## src/rtl/dcache_pkg.sv

```systemverilog
// Shared types and width helpers for the direct-mapped write-through data cache.
package dcache_pkg;

  typedef enum logic [1:0] {
    IDLE  = 2'd0,
    RFILL = 2'd1,
    WRITE = 2'd2,
    WDONE = 2'd3
  } state_t;

  function automatic int idx_w(input int lines);
    return $clog2(lines);
  endfunction

  function automatic int tag_w(input int a_width, input int lines);
    return a_width - $clog2(lines);
  endfunction

endpackage

```

## src/rtl/dcache_store.sv

```systemverilog
// Cache line storage: valid bits (resettable), tag and data arrays (not reset).
module dcache_store
  import dcache_pkg::*;
#(
  parameter int d_width = 8,
  parameter int a_width = 8,
  parameter int lines   = 4
) (
  input  logic                            i_clk,
  input  logic                            i_clr,
  input  logic                            i_clear,
  input  logic [idx_w(lines)-1:0]         i_rd_idx,
  output logic                            o_valid,
  output logic [tag_w(a_width,lines)-1:0] o_tag,
  output logic [d_width-1:0]              o_data,
  input  logic                            i_we,
  input  logic [idx_w(lines)-1:0]         i_wr_idx,
  input  logic [tag_w(a_width,lines)-1:0] i_wr_tag,
  input  logic [d_width-1:0]              i_wr_data
);

  localparam int IW = idx_w(lines);
  localparam int TW = tag_w(a_width, lines);

  logic [lines-1:0]   r_valid;
  logic [TW-1:0]      r_tag  [lines];
  logic [d_width-1:0] r_data [lines];

  always_ff @(posedge i_clk) begin
    if (i_clr || i_clear) r_valid <= '0;
    else if (i_we)        r_valid[i_wr_idx] <= 1'b1;
  end

  // A write hit rewrites the same tag, so fill and write-hit share one port.
  always_ff @(posedge i_clk) begin
    if (i_we) begin
      r_tag[i_wr_idx]  <= i_wr_tag;
      r_data[i_wr_idx] <= i_wr_data;
    end
  end

  assign o_valid = r_valid[i_rd_idx];
  assign o_tag   = r_tag[i_rd_idx];
  assign o_data  = r_data[i_rd_idx];

endmodule

```

## src/rtl/dcache_ctrl.sv

```systemverilog
// Direct-mapped write-through cache controller sequencing all data-RAM traffic.
// Handshake: cpu_rd/cpu_wr are held until odv=1; odv marks completion for one cycle.
module dcache_ctrl
  import dcache_pkg::*;
#(
  parameter int d_width = 8,
  parameter int a_width = 8,
  parameter int lines   = 4,
  parameter int ram_lat = 2
) (
  input  logic               g_clk,
  input  logic               g_clr,
  input  logic [a_width-1:0] cpu_addr,
  input  logic [d_width-1:0] cpu_wdata,
  input  logic               cpu_rd,
  input  logic               cpu_wr,
  input  logic               flush,
  output logic [d_width-1:0] cpu_rdata,
  output logic               odv,
  output logic [a_width-1:0] ram_addr,
  output logic [d_width-1:0] ram_wdata,
  output logic               ram_rd,
  output logic               ram_wr,
  input  logic [d_width-1:0] ram_rdata,
  output state_t             o_dbg_state
);

  localparam int IW = idx_w(lines);
  localparam int TW = tag_w(a_width, lines);
  localparam int CW = $clog2(ram_lat + 1);

  state_t             r_state, w_next;
  logic [CW-1:0]      r_cnt, w_cnt;
  logic [a_width-1:0] r_addr, w_addr;
  logic [d_width-1:0] r_wdata, w_wdata;
  logic               r_ram_rd, w_ram_rd, r_ram_wr, w_ram_wr;

  logic [IW-1:0]      w_idx, w_wr_idx;
  logic [TW-1:0]      w_tag, w_wr_tag, w_st_tag;
  logic [d_width-1:0] w_st_data, w_wr_data;
  logic               w_st_valid, w_hit, w_we, w_clear;

  assign w_idx = cpu_addr[IW-1:0];
  assign w_tag = cpu_addr[a_width-1:IW];
  assign w_hit = w_st_valid && (w_st_tag == w_tag);

  dcache_store #(.d_width(d_width), .a_width(a_width), .lines(lines)) u_store (
    .i_clk     (g_clk),
    .i_clr     (g_clr),
    .i_clear   (w_clear),
    .i_rd_idx  (w_idx),
    .o_valid   (w_st_valid),
    .o_tag     (w_st_tag),
    .o_data    (w_st_data),
    .i_we      (w_we),
    .i_wr_idx  (w_wr_idx),
    .i_wr_tag  (w_wr_tag),
    .i_wr_data (w_wr_data)
  );

  always_ff @(posedge g_clk) begin
    if (g_clr) begin
      r_state  <= IDLE;
      r_cnt    <= '0;
      r_addr   <= '0;
      r_wdata  <= '0;
      r_ram_rd <= 1'b0;
      r_ram_wr <= 1'b0;
    end else begin
      r_state  <= w_next;
      r_cnt    <= w_cnt;
      r_addr   <= w_addr;
      r_wdata  <= w_wdata;
      r_ram_rd <= w_ram_rd;
      r_ram_wr <= w_ram_wr;
    end
  end

  always_comb begin
    w_next    = r_state;
    w_cnt     = r_cnt;
    w_addr    = r_addr;
    w_wdata   = r_wdata;
    w_ram_rd  = r_ram_rd;
    w_ram_wr  = r_ram_wr;
    w_we      = 1'b0;
    w_clear   = 1'b0;
    w_wr_idx  = w_idx;
    w_wr_tag  = w_tag;
    w_wr_data = cpu_wdata;
    odv       = 1'b0;
    cpu_rdata = '0;
    case (r_state)
      IDLE: begin
        if (flush) begin
          w_clear = 1'b1;
        end else if (cpu_wr) begin
          w_addr   = cpu_addr;
          w_wdata  = cpu_wdata;
          w_we     = w_hit;
          w_cnt    = CW'(ram_lat);
          w_ram_wr = 1'b1;
          w_next   = WRITE;
        end else if (cpu_rd) begin
          if (w_hit) begin
            odv       = 1'b1;
            cpu_rdata = w_st_data;
          end else begin
            w_addr   = cpu_addr;
            w_cnt    = CW'(ram_lat);
            w_ram_rd = 1'b1;
            w_next   = RFILL;
          end
        end else begin
          odv = 1'b1;
        end
      end
      RFILL: begin
        w_cnt = r_cnt - CW'(1);
        // Fill lands on the last RAM cycle so the next IDLE cycle is a hit.
        if (r_cnt == CW'(1)) begin
          w_we      = 1'b1;
          w_wr_idx  = r_addr[IW-1:0];
          w_wr_tag  = r_addr[a_width-1:IW];
          w_wr_data = ram_rdata;
          w_ram_rd  = 1'b0;
          w_next    = IDLE;
        end
      end
      WRITE: begin
        w_cnt = r_cnt - CW'(1);
        if (r_cnt == CW'(1)) begin
          w_ram_wr = 1'b0;
          w_next   = WDONE;
        end
      end
      WDONE: begin
        odv    = 1'b1;
        w_next = IDLE;
      end
      default: w_next = IDLE;
    endcase
  end

  assign ram_addr    = r_addr;
  assign ram_wdata   = r_wdata;
  assign ram_rd      = r_ram_rd;
  assign ram_wr      = r_ram_wr;
  assign o_dbg_state = r_state;

endmodule

```

## config.mk

```make
export PLATFORM = sky130hd
export DESIGN_NAME = dcache_ctrl
export DESIGN_NICKNAME = d
export VERILOG_FILES = /design/src/rtl/dcache_pkg.sv /design/src/rtl/dcache_store.sv /design/src/rtl/dcache_ctrl.sv
export SDC_FILE = /design/constraint.sdc
export NUM_CORES = 1
export LEC_CHECK = 0
export CAP_MARGIN = 20
export CORE_MARGIN = 2
export CORE_UTILIZATION = 54
export CTS_CLUSTER_DIAMETER = 150
export DETAILED_ROUTE_END_ITERATION = 10
export GPL_TIMING_DRIVEN = 0
export PLACE_DENSITY = 0.8
export SLEW_MARGIN = 20
export SYNTH_ARGS = -nofsm -noshare
export SYNTH_HDL_FRONTEND = slang
export SYNTH_SLANG_ARGS = --single-unit
```

## constraint.sdc

```tcl
create_clock -name g_clk -period 3.74 [get_ports g_clk]
set_input_delay 0.561 -clock g_clk [delete_from_list [all_inputs] [get_ports g_clk]]
set_output_delay 0.561 -clock g_clk [all_outputs]
set_load 0.01 [all_outputs]
```

==> results.yml <==
critical_path:
  path_class: "in -> out"
  crit_buf_inv: 3
  crit_chain: "clkdlybuf4s15_2 -> buf_8 -> mux4_2 -> xnor2_2 -> o211ai_4 -> nor4_4 -> nand3_4 -> nor2b_2 -> clkdlybuf4s50_1"
  critPathTopFamily: "buffers and inverters"
  cp-start-kind: "primary input"
  critPathArrivalTime_ns: 3.07
  crit_slowest_cell: "clkdlybuf4s50_1"
  critPathMaxFanout: 10
  slowest_delay_ns: 0.55
  cp.required_ns: 3.18
  end_kind: "output pin"
synth:
  yosysMostFrequentCell: "nand2_1"
  synthTopCellsByCount: "70 x nand2_1, 56 x edfxtp_1, 26 x dfxtp_1"
  synth_edf_count: 56
  yosysTopAreaCell: "edfxtp_1"
  synthXorXnorAreaFrac_pct: 1.81
  syn_area_per_cell_um2: 11.8
  synth.area.top_cells: "edfxtp_1 44%, dfxtp_1 14%, nand2_1 6.9%, mux2i_1 3.9%, mux4_2 3.6%"
  synthSimpleGateAreaFrac_pct: 16.8
  syn_nets: 355
  synth_top_family_by_area: "simple AND/OR/NAND/NOR gates"
  ys_warn_count: 0
  synth_compound_area_share_pct: 7.14
  synth_area_um2: 3800
  synthArstFlopShare_pct: 0
  ys_ff_latch: 82
  synth_fa_ha_area_share_pct: 1.65
  yosysTopAreaCellShare_pct: 44.2
  ys_types: 43
  synth_mux_area_share_pct: 12.2
  syn_inst: 321
  synth_flop_cell: "edfxtp_1"
  yosysSeqAreaShare_pct: 57.9
die:
  coreArea_um2: 6790
  die_area_um2: 7730
  num_rows: 30
  start_util_pct: 55.9
  die_w_um: 87.9
  fp.dieH_um: 87.9
  pin_count: 58
status:
  status: "complete, no violations"
sta:
  clock_skew_ns: 0.0143
  slew_viol_final: 0
  finalCritPeriodShare_pct: 97.2
  fin_ws_ns: 0.104
  fmax_mhz: 275
  setup_viol: 0
  maxSlewHeadroom_pct: 38.2
  fin_crit_ns: 3.64
  grt_setup_unrepaired: "no"
  holdWs_ns: 0.463
  hold_viol_final: 0
  setup-tns-final_ns: 0
  worst_pin_slew_ns: 0.927
clocking:
  cts_buffers: 9
  cts_tree: "yes"
  clkTransAtPathRegs_ns: 0.08
  clock_sinks: 82
  clk_latency_ns: 0.36
  clockBufferDepth: 2
  cts.htree.levels: 3
  clock-root-buffer: "clkbuf_8"
cells_and_area:
  multiInputGateArea_um2: 1550
  seqCellArea_um2: 2200
  antenna_cells: 0
  fillers: 506
  syn_to_final_growth_pct: 25.3
  drive_gt1_share_pct: 12.3
  fin_nets: 426
placement:
  dp_slack_ns: -0.647
  io_buffers: 55
  dp_hpwl_mm: 5.82
  gp_congestion: 0.872
route:
  viasPerCell: 5.41
  wire_per_inst_um: 17.6
  drc: 0
  drt_iter0_drc: 217
  routed_wl_mm: 8.68
  dr.pass1.iters: 4
  vias: 2669
  ant_nets: 0
power_and_ir_drop:
  p_per_area_nw_per_um2: 451
  ir_worst_vdd_uv: 327
  p_sw_mw: 0.611
  seqPwrFrac_pct: 48.7
  p_leak_nw: 1.73
  switching_share_pct: 28.5
  p_clk_share_pct: 30.2
  internal_power_mw: 1.54
  p_comb_share_pct: 21.1
global_routing:
  grt_overflow: 0
  antenna_found_initial: 0
  groute.usage.overall_pct: 23.6
  grt_pass1_wl_mm: 13.3
  grt_max_degree: 16
  grt_pass1_vias: 2688
min_path:
  min_path_type: "reg -> reg"
flow_run:
  maxCapViolCount: 0
what timing repair did:
action / in CTS / in global routing
pin swaps: 3 / 2
buffers inserted: 2 / 2
gates cloned: 0 / 0
hold buffers: 0 / 0
gates resized for setup: 12 / 4
endpoints found under the setup margin: 9 / 6
stage by stage:
step           utilization, %  instance area [um2]  power [mW]  std cells
6_report                 70.1                 4760        2.15        493
5_1_grt                  70.1                 4760        2.24        493
4_1_cts                  69.7                 4740        2.14        491
3_5_place_dp             66.2                 4490        1.50        473
3_3_place_gp             65.8                 4470        1.49        472
2_1_floorplan               -                 3800        1.33        321
path summary, 6_finish.rpt:
check             depth (start not counted)  slack [ns]                     startpoint                       endpoint
hold / removal                            2        0.46      ram_wdata[3]$_SDFFE_PP0P_      ram_wdata[3]$_SDFFE_PP0P_
setup reg to reg                          7        0.61  u_store.r_tag[3][2]$_DFFE_PP_  u_store.r_tag[2][5]$_DFFE_PP_
setup / recovery                          9        0.10                    cpu_addr[0]                   cpu_rdata[3]
hold reg to reg                           2        0.46      ram_wdata[3]$_SDFFE_PP0P_      ram_wdata[3]$_SDFFE_PP0P_
cell type report:
| type | count | share of cell area, % |
|---|---|---|
| timing repair buffer | 60 | 12.5 |
| clock buffer | 9 | 2.60 |
| buffer | 13 | 1.37 |
| clock inverter | 7 | 1.58 |
| tap | 96 | 2.52 |
| inverter | 8 | 0.630 |
| sequential | 82 | 46.2 |
| multi-input combinational | 218 | 32.6 |
cells in the final DEF (no fill, tap or decap), types with 6 or more instances in the layout:
| cell type | n |
|---|---|
| edfxtp_1 | 56 |
| inv_1 | 8 |
| nor2_1 | 20 |
| mux2i_1 | 15 |
| clkdlybuf4s50_1 | 48 |
| clkbuf_8 | 9 |
| nand2b_1 | 21 |
| mux4_2 | 6 |
| dfxtp_1 | 26 |
| o21ai_0 | 6 |
| a21oi_1 | 17 |
| clkbuf_1 | 9 |
| nor2b_1 | 9 |
| nand2_1 | 70 |
per-layer routing:
layer,vias to the layer above,global-route usage (%),part of all wire (%)
li1,1278,-,-
met1,1284,29.8,42
met2,94,40.6,51
met3,13,3.20,5.6
met4,0,10.6,1.9
met5,-,0,0
registers in the layout, indices dropped and copies added (netlist names):
register	flops
ram_wr	1
ram_rd	1
ram_addr	8
r_cnt	2
ram_wdata	8
u_store.r_valid	4
u_store.r_tag	24
u_store.r_data	32
o_dbg_state	2
logic make-up (layout without fill, tap and decap cells):
kind of cell | count (synthesis) | count (layout)
xor+xnor | 7 | 7
mux | 30 | 30
compound gates | 37 | 37
buf+inv | 21 | 97
flops | 82 | 82
simple gates | 139 | 139
fa+ha+maj | 5 | 5
power by group through the flow:
stage	Combinational, mW	Sequential [mW]	Clock [mW]
2_1_floorplan	0.254	1.08	0
3_3_place_gp	0.423	1.07	0
3_5_place_dp	0.437	1.07	0
4_1_cts	0.447	1.05	0.649
5_1_grt	0.492	1.05	0.690
6_report	0.453	1.05	0.648
worst register-to-register path, delay by kind of cell (launching register included):
family	cells	cell delay, ns
buffers and inverters	1	0.19
and+or+nand+nor	2	1.17
DFF	1	0.38
muxes	2	0.53
AOI/OAI and AO/OA	2	0.47
Note: power is estimated with default switching activity, not from simulation.
